**src/rtl/demux_pkg.sv**
```systemverilog
`default_nettype none
// +--------------------------------------------------------------------+
// | demux_pkg                                                          |
// | Shared constants and channel state type for the 1x4 stream demux.  |
// | Revision: 1.0                                                      |
// +--------------------------------------------------------------------+
package demux_pkg;

    localparam int NUM_CH = 4;
    localparam int SEL_W  = 2;

    typedef enum logic [0:0] {
        EMPTY = 1'b0,
        FULL  = 1'b1
    } chan_state_t;

endpackage
`default_nettype wire

```
**src/rtl/demux_chan_reg.sv**
```systemverilog
`default_nettype none
// +--------------------------------------------------------------------+
// | demux_chan_reg                                                     |
// | One-entry holding register for a single demux output channel.     |
// | Optional per-channel drain counter when DEMUX_STATS_EN is defined. |
// | Revision: 1.0                                                      |
// +--------------------------------------------------------------------+
module demux_chan_reg
    import demux_pkg::*;
#(
    parameter int DATA_W = 8
`ifdef DEMUX_STATS_EN
    ,
    parameter int CNT_W  = 16
`endif
) (
    input  logic              clk,
    input  logic              rst_n,
    input  logic              load,
    input  logic [DATA_W-1:0] in_data,
    input  logic              out_ready,
    output logic [DATA_W-1:0] out_data,
    output logic              out_valid
`ifdef DEMUX_STATS_EN
    ,
    output logic [CNT_W-1:0]  beat_cnt
`endif
);

    chan_state_t       r_state;
    logic [DATA_W-1:0] r_data;
    logic              w_drain;

    assign out_valid = (r_state == FULL);
    assign out_data  = r_data;
    assign w_drain   = out_valid & out_ready;

    // A load always wins over a drain, so FULL persists on drain+load.
    always_ff @(posedge clk or negedge rst_n) begin
        if (!rst_n) begin
            r_state <= EMPTY;
            r_data  <= '0;
        end else begin
            case (r_state)
                EMPTY:   if (load) r_state <= FULL;
                FULL:    if (w_drain && !load) r_state <= EMPTY;
                default: r_state <= EMPTY;
            endcase
            if (load) r_data <= in_data;
        end
    end

`ifdef DEMUX_STATS_EN
    logic [CNT_W-1:0] r_cnt;

    always_ff @(posedge clk or negedge rst_n) begin
        if (!rst_n) begin
            r_cnt <= '0;
        end else if (w_drain) begin
            r_cnt <= r_cnt + 1'b1;
        end
    end

    assign beat_cnt = r_cnt;
`endif

endmodule
`default_nettype wire

```
**src/rtl/demux_1x4_stream.sv**
```systemverilog
`default_nettype none
// +--------------------------------------------------------------------+
// | demux_1x4_stream                                                   |
// | Registered 1-to-4 valid/ready stream demultiplexer.                |
// | Define DEMUX_STATS_EN to add per-channel delivered-beat counters.  |
// | Revision: 1.0                                                      |
// +--------------------------------------------------------------------+
module demux_1x4_stream
    import demux_pkg::*;
#(
    parameter int DATA_W = 8,
    parameter int CNT_W  = 16
) (
    input  logic                     clk,
    input  logic                     rst_n,
    input  logic [DATA_W-1:0]        in_data,
    input  logic [SEL_W-1:0]         in_sel,
    input  logic                     in_valid,
    output logic                     in_ready,
    output logic [NUM_CH*DATA_W-1:0] out_data,
    output logic [NUM_CH-1:0]        out_valid,
    input  logic [NUM_CH-1:0]        out_ready
`ifdef DEMUX_STATS_EN
    ,
    output logic [NUM_CH*CNT_W-1:0]  beat_cnt
`endif
);

    logic [NUM_CH-1:0] w_load;

    // Only the selected channel can stall the producer.
    assign in_ready = ~out_valid[in_sel] | out_ready[in_sel];

    for (genvar k = 0; k < NUM_CH; k++) begin : g_chan
        assign w_load[k] = in_valid & in_ready & (in_sel == SEL_W'(k));

        demux_chan_reg #(
            .DATA_W (DATA_W)
`ifdef DEMUX_STATS_EN
            ,
            .CNT_W  (CNT_W)
`endif
        ) u_chan (
            .clk       (clk),
            .rst_n     (rst_n),
            .load      (w_load[k]),
            .in_data   (in_data),
            .out_ready (out_ready[k]),
            .out_data  (out_data[k*DATA_W +: DATA_W]),
            .out_valid (out_valid[k])
`ifdef DEMUX_STATS_EN
            ,
            .beat_cnt  (beat_cnt[k*CNT_W +: CNT_W])
`endif
        );
    end

endmodule
`default_nettype wire

```
**config.mk**
```make
export PLATFORM = sky130hd
export DESIGN_NAME = demux_1x4_stream
export DESIGN_NICKNAME = d
export VERILOG_FILES = /design/src/rtl/demux_pkg.sv /design/src/rtl/demux_chan_reg.sv /design/src/rtl/demux_1x4_stream.sv
export SDC_FILE = /design/constraint.sdc
export NUM_CORES = 1
export LEC_CHECK = 0
export ABC_AREA = 1
export BUFFER_PORTS_ARGS = -buffer_cell sky130_fd_sc_hd__clkbuf_2
export CORE_MARGIN = 8
export CORE_UTILIZATION = 52
export DETAILED_ROUTE_END_ITERATION = 16
export PLACE_DENSITY = 0.93
export SLEW_MARGIN = 20
export SYNTH_ARGS = -nofsm -noshare
export SYNTH_HDL_FRONTEND = slang
export SYNTH_HIERARCHICAL = 1
export SYNTH_SLANG_ARGS = --single-unit
```
**constraint.sdc**
```tcl
create_clock -name clk -period 2.4 [get_ports clk]
set_input_delay 0.24 -clock clk [delete_from_list [all_inputs] [get_ports clk]]
set_output_delay 0.24 -clock clk [all_outputs]
set_load 0.005 [all_outputs]
```
Yosys cells after proc, flatten, opt, wreduce, memory -nomap -nowiden:

Index checks and enable logic that the tools add are counted.

* $lt $le $gt $ge: 1
* equality and inequality tests: 3
* mux-type cells: 16
* bitwise operators: 15
* reductions and logical operators: 9

Operators with widths (count)
* two-way mux 1 bit: 10
* bitwise AND 1 bit: 9
* case mux 1 bit (2 select lines): 4
* NOT 1 bit: 5
* binary-select mux 1 bit (select 2 bit): 2
* equality test 2 bit (second input constant): 2
* logical AND 1 bit: 4
* zero test 1 bit: 4
* less-than comparator 2 x 3 -> 1 bit (second input constant): 1
* equality test 2 x 1 -> 1 bit (second input constant): 1
* zero test 2 bit: 1
* bitwise OR 1 bit: 1

* register bits after elaboration: 36
* input bits: 17
* output and inout port bits: 37
* word-level logic and storage cells: 52

Depth between registers and ports, before layout:

Gate-level depths: netlist of the first run.

* word-level depth: 10
* depth in mapped cells: 13
* gate-level depth less buffers: 11

By module:

Netlist of the first run, hierarchy kept.

By module, submodules not included
* demux_chan_reg: instances 4, cells each 38, area each 341.6 µm², seq. area each 225.2 µm²
* demux_1x4_stream: instances 1, cells each 30, area each 133.9 µm², seq. area each 0.0 µm²

Least setup slack after synthesis of the first run:

OpenSTA, ideal clock, no wires.

* path kind: register -> register
* start: register g_chan[3].u_chan.r_state
* end: register g_chan[0].u_chan.r_data[0]
* setup time: 0.116 ns
* arrival: 1.123 ns
* data required time: 2.284 ns
* path slack: 1.161 ns
* cell stages (with the launch flop): 12
* path buffers: 1
* period minus slack after synthesis: 1.239 ns
* path through: dfrtp_1 > nand2_1 > nand2_1 > nand2_1 > nand2_1 > nand2_2 > nand2_2 > nor2_1 > buf_6 > inv_2 > nand2_1 > nand2_1

* cells in the longest elaborated chain, start to end: 6

RTL lines
* start: declaration: line demux_chan_reg.sv:30 `chan_state_t r_state;`
* start signal: assignment: line demux_chan_reg.sv:41 `r_state <= EMPTY;`
* start signal: assignment: line demux_chan_reg.sv:45 `EMPTY: if (load) r_state <= FULL;`
* start signal: assignment: line demux_chan_reg.sv:46 `FULL: if (w_drain && !load) r_state <= EMPTY;`
* binary-select mux 1 bit (select 2 bit): line demux_1x4_stream.sv:32 `assign in_ready = ~out_valid[in_sel] | out_ready[in_sel];`
* two-way mux 1 bit (implied by the code): line demux_1x4_stream.sv:32
* NOT 1 bit: line demux_1x4_stream.sv:32
* bitwise OR 1 bit: line demux_1x4_stream.sv:32
* via in_ready: line demux_1x4_stream.sv:19 `output logic in_ready,`
* bitwise AND 1 bit (2 in a row): line demux_1x4_stream.sv:35 `assign w_load[k] = in_valid & in_ready & (in_sel == SEL_W'(k));`
* via w_load[0]: line demux_1x4_stream.sv:29 `logic [NUM_CH-1:0] w_load;`
* end signal: assignment: line demux_chan_reg.sv:49 `if (load) r_data <= in_data;`
* end: declaration: line demux_chan_reg.sv:31 `logic [DATA_W-1:0] r_data;`

The timed path passes the listed nets, and every way through them passes these cells. The select of a mux whose other input is x is not followed.
A chain may end at the register's enable or synchronous reset.

Worst setup path after layout of the first run:

* start: register g_chan[1].u_chan.r_state
* end: register g_chan[2].u_chan.r_data[3]

* cells in the longest elaborated chain, start to end: 6

RTL lines (line)
* start: declaration: demux_chan_reg.sv:30
* start signal: assignment: demux_chan_reg.sv:41
* start signal: assignment: demux_chan_reg.sv:45
* start signal: assignment: demux_chan_reg.sv:46
* binary-select mux 1 bit (select 2 bit): demux_1x4_stream.sv:32
* two-way mux 1 bit (implied by the code): demux_1x4_stream.sv:32
* NOT 1 bit: demux_1x4_stream.sv:32
* bitwise OR 1 bit: demux_1x4_stream.sv:32
* bitwise AND 1 bit (2 in a row): demux_1x4_stream.sv:35
* via w_load[2]: demux_1x4_stream.sv:29
* end signal: assignment: demux_chan_reg.sv:49
* end: declaration: demux_chan_reg.sv:31

The timed path passes the listed nets, and every way through them passes these cells. The select of a mux whose other input is x is not followed.

==> reports/metrics.cfg, run 1 <==
[critical_path]
end_kind=flop
slowest_delay_ps=460
cp_max_fo=9
cp_cell_sequence=nand2_1 -> nand2_1 -> nand2_1 -> nand2_1 -> nand2_2 -> nand2_2 -> nor2_1 -> inv_2 -> nand2_1 -> nand2_1
start_kind=flop
cp.arrival_ps=1950
cp_slowest_cell=nor2_1
critPathTopFamily=simple AND/OR/NAND/NOR gates
critical_path_buf_inv_count=1
critPathKind=flop to flop
cp.required_ps=2620
crit_path_frequent_cell=nand2_1

[timing]
tightest_slew_ps=837
fin_ws_ps=674
fin_skew_ps=4.93
hold_viol=0
setup_viol=0
period_needed_ps=1730
relSlewSlack=0.442
rsz0062_at_grt=false
slew_viol_final=0
fmax_ghz=0.579
fin_crit_sh=0.719
tns_ps=0
holdWs_ps=2.83

[synth]
ys.flop_type=dfrtp_1
syn_area_per_cell_um2=8.24
synthArstFlopShare=1.00
synth_cells=182
ys_ff_latch=36
yosysMostFrequentCell=nand2_1
ys_seq_area_frac=0.601
ys_warn_count=6
yosys.area.top_type=dfrtp_1
synth_edf_count=0
synth_area_leaders=dfrtp_1, nand2_1, buf_6, inv_2, inv_1
syn_area_mm2=0.00150
synth_top_area_frac=0.601
yosysUniqueCellTypes=9
syn_nets=199
synthTopCellsByCount=nand2_1, dfrtp_1, inv_2

[clocking]
clk_latency_ps=320
h-tree-depth=2
cts.sinks=36
clkTransAtPathRegs_ps=100
cts_resized=0
cts_made_buffers=5
clockBufferDepth=2
cts_tree=built
clockRootBuffer=clkbuf_4
cts_setup_buffers=0
postCtsHoldBufs=0

[power_and_ir_drop]
power_density_mw_per_mm2=773
ir_drop_v=0.000654
p_leak_uw=0.00111

[placement]
numPortBuffers=53
dp_hpwl_um=2750
place_area_mm2=0.00175
gp_congestion=0.896
placed_cells=261
dp_slack_ps=602

[detailed_routing]
drc=0
wirelength_um=3470
post_drt_via_cell_ratio=4.80
drt_pass1_iterations=4
vias=1291
ant_nets=0
wl_per_cell_um=12.9
drt_iter0_drc=59

[floorplanning]
io_pins=54
dieArea_mm2=0.00486
die_x_um=69.7
start_util=0.544
rows=19
die_y_um=69.7
core-area_mm2=0.00276

[worst_hold_path]
hold_path.class=primary input to asynchronous set/reset pin

[grt]
grt_max_degree=37
grt_pass1_vias=1422
track_usage=0.148
grt.overflow.total=0
grt_pass1_wl_um=6000
grt_antenna_before_repair=0

[finish]
multi_input_area_um2=502
design_area_mm2=0.00181
diodes=0
fill_cells=253
final_cells=269
areaGrowthSynthToFinish_pct=20.4
layout-drive-gt1-share=0.290
seq_area_um2=901
nNetsFinal=254

[outcome]
outcome=finished, final reports clean

[flow_run]
maxCapViolations=0

==> metal layers <==
layer	share of wire	routed length, um	global-route usage
met1	0.43	1480	0.159
met2	0.47	1620	0.250
met3	0.10	354	0.0744
met4	0.0046	16	0.0446
met5	0	0	0
==> state kept, by name, summed over array words and instances (netlist names) <==
| name | cells |
|---|---|
| g_chan.u_chan/out_data | 32 |
| g_chan.u_chan/out_valid | 4 |
==> cells by family after synthesis <==
group                  synth area share
buffers and inverters            0.0651
DFF                               0.600
and+or+nand+nor                   0.334
==> power by group <==
part	internal, uW	total [uW]	switching [uW]
Combinational	131	294	163
Clock	145	320	176
Sequential	716	782	65.9
==> cell usage in the layout, fill, tap and decap left out <==
cell type  instances
nor2_2             2
clkbuf_8           1
inv_2              6
clkbuf_2          53
inv_1              5
nand2_2            2
clkbuf_1           2
nand3_1            3
nor2_1             4
nand2_1          119
dfrtp_1           36
clkbuf_4           5
==> final timing paths <==
path                                                          start  slack [ps]  cells past startpoint                                       end
max in group asynchronous                                     rst_n        1880                      1  g_chan[3].u_chan/out_data[2]$_DFFE_PN0P_
hold / removal                                                rst_n           3                      1  g_chan[2].u_chan/out_data[2]$_DFFE_PN0P_
setup / recovery               g_chan[1].u_chan/out_valid$_DFF_PN0_         670                     10  g_chan[2].u_chan/out_data[3]$_DFFE_PN0P_
hold reg to reg            g_chan[0].u_chan/out_data[6]$_DFFE_PN0P_         480                      2  g_chan[0].u_chan/out_data[6]$_DFFE_PN0P_
setup reg to reg               g_chan[1].u_chan/out_valid$_DFF_PN0_         670                     10  g_chan[2].u_chan/out_data[3]$_DFFE_PN0P_
min in group clk                                       out_ready[2]         160                      4      g_chan[2].u_chan/out_valid$_DFF_PN0_
==> area by class of cell <==
cell class                      count  share of cell area
Inverter                           11              0.0229
Tap cell                           31              0.0215
Clock buffer                        8              0.0325
Sequential cell                    36               0.499
Timing Repair Buffer               53               0.147
Multi-Input combinational cell    130               0.278
==> metrics by stage <==
step	power [uW]	utilization
3_5_place_dp	1100	0.634
6_report	1400	0.655
5_1_grt	1490	0.655
3_3_place_gp	1080	0.634
2_1_floorplan	915	-
4_1_cts	1410	0.655
No activity file was read; power rests on OpenSTA's default activity.
==> run 2, diff against run 1 <==
- CORE_UTILIZATION: 52 -> 48
- PLACE_DENSITY: 0.93 -> 0.88
- clock period: 2.4 -> 1.6 ns (I/O delays scaled with it)
==> reports/metrics.cfg, run 2 (same netlist as run 1, synthesis figures left out) <==
[outcome]
outcome=finished, final reports clean

[finish]
final_cells=278  ; +3.3%
final_common_cell=nand2_1
largest_reg_flops=32  ; unchanged
diodes=0  ; unchanged
post-route-util=0.622  ; -0.0335
nNetsFinal=261  ; +2.8%
seq_area_um2=901  ; unchanged
multi_input_area_um2=502  ; unchanged
fill_cells=286  ; +13%
mostFrequentLayoutCells=nand2_1, clkbuf_2, dfrtp_1
layout-drive-gt1-share=0.314  ; +0.0244
design_area_mm2=0.00187  ; +3.3%
areaGrowthSynthToFinish_pct=24.4

[critical_path]
crit_path_frequent_cell=nand2_1
r2r_start=g_chan[3].u_chan/out_valid$_DFF_PN0_
end_kind=flop
start_kind=flop
rr_worst_depth=10  ; unchanged
cp.required_ps=1840  ; -780 ps
critical_path_buf_inv_count=1  ; unchanged
cp.arrival_ps=1640  ; -310 ps
critPathTopFamily=simple AND/OR/NAND/NOR gates
r2r-end=g_chan[0].u_chan/out_data[0]$_DFFE_PN0P_
critPathKind=flop to flop
regToRegSetupSlack_ps=190  ; -480 ps
cp_max_fo=9  ; unchanged
cp_cell_sequence=nand2_1 -> nand2_1 -> nand2_1 -> nand2_1 -> nand2_2 -> nand2_2 -> nor2_1 -> inv_2 -> nand2_1 -> nand2_1
slowest_delay_ps=410  ; -50 ps
cp_slowest_cell=dfrtp_1

[detailed_routing]
ant_nets=0  ; unchanged
drt_iter0_drc=71  ; +20%
wl_per_cell_um=13.2  ; +2.5%
drc=0  ; unchanged
post_drt_via_cell_ratio=4.72  ; -1.7%
wirelength_um=3670  ; +6.0%
vias=1311  ; +1.5%
drt_pass1_iterations=4  ; unchanged

[power_and_ir_drop]
ir_drop_v=0.000670  ; +2.5%
power_density_mw_per_mm2=1140  ; +48%
p_leak_uw=0.00115  ; +3.6%

[timing]
slew_viol_final=0  ; unchanged
tns_ps=0  ; unchanged
fin_crit_sh=0.879  ; +0.160
setup_viol=0  ; unchanged
period_needed_ps=1410  ; -320 ps
fmax_ghz=0.711  ; +23%
tightest_slew_ps=710  ; -127 ps
hold_viol=0  ; unchanged
fin_skew_ps=5.07  ; +0.145 ps
fin_ws_ps=194  ; -480 ps
relSlewSlack=0.527  ; +0.0844
rsz0062_at_grt=false

[floorplanning]
rows=20  ; +1
core-area_mm2=0.00300  ; +8.9%
die_x_um=71.9  ; +3.1%
die_y_um=71.9  ; +3.1%
dieArea_mm2=0.00517  ; +6.4%
io_pins=54  ; unchanged
start_util=0.500  ; -0.0444

[grt]
grt_max_degree=31  ; -16%
grt_pass1_vias=1348  ; -5.2%
grt.overflow.total=0  ; unchanged
grt_pass1_wl_um=6240  ; +4.0%
track_usage=0.156  ; +0.00720
grt_antenna_before_repair=0  ; unchanged

[clocking]
cts_made_buffers=5  ; unchanged
cts_setup_buffers=0  ; unchanged
clockRootBuffer=clkbuf_4
h-tree-depth=2  ; unchanged
cts.sinks=36  ; unchanged
cts_resized=0  ; unchanged
cts_tree=built
clockBufferDepth=2  ; unchanged
postCtsHoldBufs=1  ; +1
clk_latency_ps=340  ; +20 ps
clkTransAtPathRegs_ps=110  ; about the same

[worst_hold_path]
min_from=out_ready[3]
hold_depth=4
hold_path.class=primary input to flop
min_to=g_chan[3].u_chan/out_valid$_DFF_PN0_

[placement]
gp_congestion=0.842  ; -6.1%
dp_slack_ps=214  ; -388 ps
place_area_mm2=0.00180  ; +2.7%
placed_cells=269  ; +3.1%
dp_hpwl_um=2830  ; +3.2%
numPortBuffers=53  ; unchanged

[flow_run]
maxCapViolations=0  ; unchanged

run 2: routing by layer:
| metal | global-route usage | vias up | routed length, um |
|---|---|---|---|
| met4 | 0.0567 | 0 | 48 |
| li1 | - | 664 | - |
| met2 | 0.237 | 40 | 1670 |
| met5 | 0 | - | 0 |
| met1 | 0.188 | 601 | 1690 |
| met3 | 0.0716 | 6 | 269 |
run 2: worst reg2reg max path: cells and delay by family, from the launching register on:
kind          cells  cell delay (ps)
simple gates      9              750
flops             1              410
buf+inv           1              140
run 2: stage by stage:
stage	total power, uW	hold slack [ps]
after floorplan	1370	-136
after global placement	1630	240
after detailed placement	1660	251
after CTS	2160	36.6
after global routing	2280	39.3
final	2130	51.2
run 2: worst max path at each step:
stage	startpoint	to	depth (start not counted)
3_3_place_gp	in_sel[0]	g_chan[0].u_chan/out_data[7]$_DFFE_PN0P_	12
4_1_cts	g_chan[3].u_chan/out_valid$_DFF_PN0_	g_chan[1].u_chan/out_data[1]$_DFFE_PN0P_	10
3_5_place_dp	in_sel[0]	g_chan[0].u_chan/out_data[0]$_DFFE_PN0P_	12
2_1_floorplan	g_chan[3].u_chan/out_valid$_DFF_PN0_	g_chan[0].u_chan/out_data[0]$_DFFE_PN0P_	11
5_1_grt	g_chan[3].u_chan/out_valid$_DFF_PN0_	g_chan[0].u_chan/out_data[4]$_DFFE_PN0P_	10
6_report	g_chan[3].u_chan/out_valid$_DFF_PN0_	g_chan[0].u_chan/out_data[0]$_DFFE_PN0P_	10
run 2: layout make-up:
class	instances	area share
multi-input combinational	130	0.269
clock buffer	6	0.0275
sequential	36	0.483
timing repair buffer	60	0.172
inverter	11	0.0221
tap	33	0.0221
clock inverter	2	0.00536
run 2: power breakdown:
group / internal (uW) / switching (uW)
Sequential: 1070 / 98.0
Clock: 209 / 296
Combinational: 207 / 246
Total: 1490 / 641
==> run 3, diff against run 2 <==
- CORE_UTILIZATION: 48 -> 50
- SYNTH_HIERARCHICAL: 1 -> not set
==> reports/metrics.cfg, run 3 <==
[critical_path]
cp_slowest_cell=dfrtp_1
slowest_delay_ps=410  ; about the same
cp.required_ps=1440  ; -400 ps
crit_path_frequent_cell=nand2_1
start_kind=flop
cp_max_fo=3  ; -6
cp.arrival_ps=1290  ; -350 ps
critPathKind=flop to output port
cp_cell_sequence=nand2_1 -> nand2_1 -> nand2_1 -> nand2_2 -> nand2_8 -> clkbuf_2
end_kind=output port

[timing]
tightest_slew_ps=504  ; -206 ps
fin_skew_ps=9.91  ; +4.84 ps
period_needed_ps=1450  ; +40.3 ps
relSlewSlack=0.664  ; +0.137
fmax_ghz=0.691  ; -2.8%
rsz0062_at_grt=false
setup_viol=0  ; unchanged
fin_crit_sh=0.904  ; +0.0252
hold_viol=0  ; unchanged
slew_viol_final=0  ; unchanged
tns_ps=0  ; unchanged

[synth]
syn_area_per_cell_um2=9.53  ; +16%
synth_edf_count=0  ; unchanged
synth_top_area_frac=0.522  ; -0.0784
yosys.area.top_type=dfrtp_1
yosysUniqueCellTypes=21  ; +12
ys_warn_count=0  ; -6
ys_ff_latch=36  ; unchanged
yosysMostFrequentCell=nand2_1
synth_area_leaders=dfrtp_1, nand2_1, nand4_1, nand3_4, buf_4
synthTopCellsByCount=nand2_1, dfrtp_1, nand4_1
ys.flop_type=dfrtp_1
syn_nets=198  ; -0.50%
synth_fa_ha_area_frac=0  ; unchanged
synth_cells=181  ; -0.55%
synth_top_family_by_area=simple AND/OR/NAND/NOR gates
yosys.area_share.xor_xnor=0  ; unchanged
synthArstFlopShare=1.00  ; unchanged
synth_compound_area_frac=0.0116  ; +0.0116
ys_seq_area_frac=0.522  ; -0.0784
synthSimpleGateAreaFrac=0.379  ; +0.0441
syn_area_mm2=0.00173  ; +15%
synthMuxAreaShare=0  ; unchanged

[clocking]
cts_made_buffers=5  ; unchanged
cts_tree=built
clockBufferDepth=2  ; unchanged
clockRootBuffer=clkbuf_4
clk_latency_ps=340  ; about the same
h-tree-depth=2  ; unchanged
clkTransAtPathRegs_ps=100  ; about the same
cts.sinks=36  ; unchanged

[placement]
numPortBuffers=53  ; unchanged
gp_congestion=0.892  ; +6.0%
dp_hpwl_um=3150  ; +11%

[power_and_ir_drop]
ir_drop_v=0.000631  ; -6.0%
p_total_uw=2350  ; +10%
power_density_mw_per_mm2=1130  ; -0.79%
p_leak_uw=0.00113  ; -1.6%

[grt]
track_usage=0.168  ; +0.0119
grt.overflow.total=0  ; unchanged
grt_antenna_before_repair=0  ; unchanged
grt_pass1_vias=1468  ; +8.9%
grt_pass1_wl_um=7070  ; +13%
grt_max_degree=37  ; +19%

[floorplanning]
core-area_mm2=0.00334  ; +11%
dieArea_mm2=0.00559  ; +8.1%
io_pins=54  ; unchanged
die_y_um=74.7  ; +3.9%
die_x_um=74.7  ; +3.9%
rows=21  ; +5.0%
start_util=0.517  ; +0.0175

[detailed_routing]
drt_pass1_iterations=4  ; unchanged
ant_nets=0  ; unchanged
post_drt_via_cell_ratio=5.15  ; +9.2%
wirelength_um=4220  ; +15%
drt_iter0_drc=87  ; +23%
vias=1457  ; +11%
drc=0  ; unchanged
wl_per_cell_um=14.9  ; +13%

[finish]
fill_cells=311  ; +8.7%
diodes=0  ; unchanged
nNetsFinal=253  ; -3.1%
layout-drive-gt1-share=0.350  ; +0.0359
areaGrowthSynthToFinish_pct=20.1
mostFrequentLayoutCells=nand2_1, clkbuf_2, dfrtp_1
final_common_cell=nand2_1
largest_reg_flops=32  ; unchanged

[outcome]
outcome=finished, final reports clean

[flow_run]
maxCapViolations=0  ; unchanged

[worst_hold_path]
hold_path.class=primary input to flop

==> run 3: metal layers <==
| layer | track usage | share of wire | vias up |
|---|---|---|---|
| met2 | 0.269 | 0.49 | 45 |
| met5 | 0 | 0 | - |
| met4 | 0.0587 | 0.011 | 0 |
| met1 | 0.200 | 0.42 | 690 |
| met3 | 0.0626 | 0.076 | 6 |
| li1 | - | - | 716 |
==> run 3: per-stage QoR <==
| stage | hold WS, ps | instance area [um^2] | utilization | setup slack [ps] | cells |
|---|---|---|---|---|---|
| 2_1_floorplan | -136 | 1730 | - | 504 | 181 |
| 3_3_place_gp | 213 | 1960 | 0.586 | 233 | 271 |
| 3_5_place_dp | 222 | 1960 | 0.586 | 174 | 271 |
| 4_1_cts | 10.6 | 2070 | 0.620 | 117 | 283 |
| 5_1_grt | 11.3 | 2070 | 0.621 | 44.3 | 283 |
| 6_report | 19.9 | 2070 | 0.621 | 154 | 283 |
==> run 3: area by class of cell <==
cell class,instances,area [um^2],area share
sequential,36,901,0.435
multi-input combinational,126,684,0.330
timing repair buffer,60,324,0.156
tap,46,57.6,0.0278
clock buffer,6,41.3,0.0199
clock inverter,2,35.0,0.0169
inverter,7,28.8,0.0139
==> run 3: power by group <==
group	switching, uW	internal, uW
Sequential	98.6	1080
Combinational	313	234
Clock	293	328
==> run 3: repair_timing <==
action,4_1_cts,5_1_grt
setup endpoints to repair,1,1
buffers inserted,2,0
cloned,1,0
endpoints found under the hold margin,36,0
hold buffers,1,0
pin swaps,1,0
resized for setup,0,1
==> run 3: path summary, 6_finish.rpt <==
path                                                                from                                  endpoint  slack [ps]  cells after the start
worst max-delay path                g_chan[3].u_chan.out_valid$_DFF_PN0_                                  in_ready         150                      6
worst min-delay path                                        out_ready[3]      g_chan[3].u_chan.out_valid$_DFF_PN0_          20                      2
worst max register to register      g_chan[3].u_chan.out_valid$_DFF_PN0_  g_chan[0].u_chan.out_data[2]$_DFFE_PN0P_         210                      9
worst min register to register  g_chan[0].u_chan.out_data[4]$_DFFE_PN0P_  g_chan[0].u_chan.out_data[4]$_DFFE_PN0P_         480                      2
max in group asynchronous                                          rst_n  g_chan[3].u_chan.out_data[3]$_DFFE_PN0P_         890                      3
min in group asynchronous                                          rst_n  g_chan[0].u_chan.out_data[7]$_DFFE_PN0P_         380                      3
==> run 3: logic make-up after synthesis <==
group / after synthesis
AND/OR/NAND/NOR: 121
flip-flops: 36
buffers and inverters: 20
AO/OA/AOI/OAI: 4
==> run 3: worst max-delay path, delay by kind of cell (launching register included) <==
kind,cells,cell delay [ps]
buffers and inverters,1,120
DFF,1,410
and+or+nand+nor,5,430
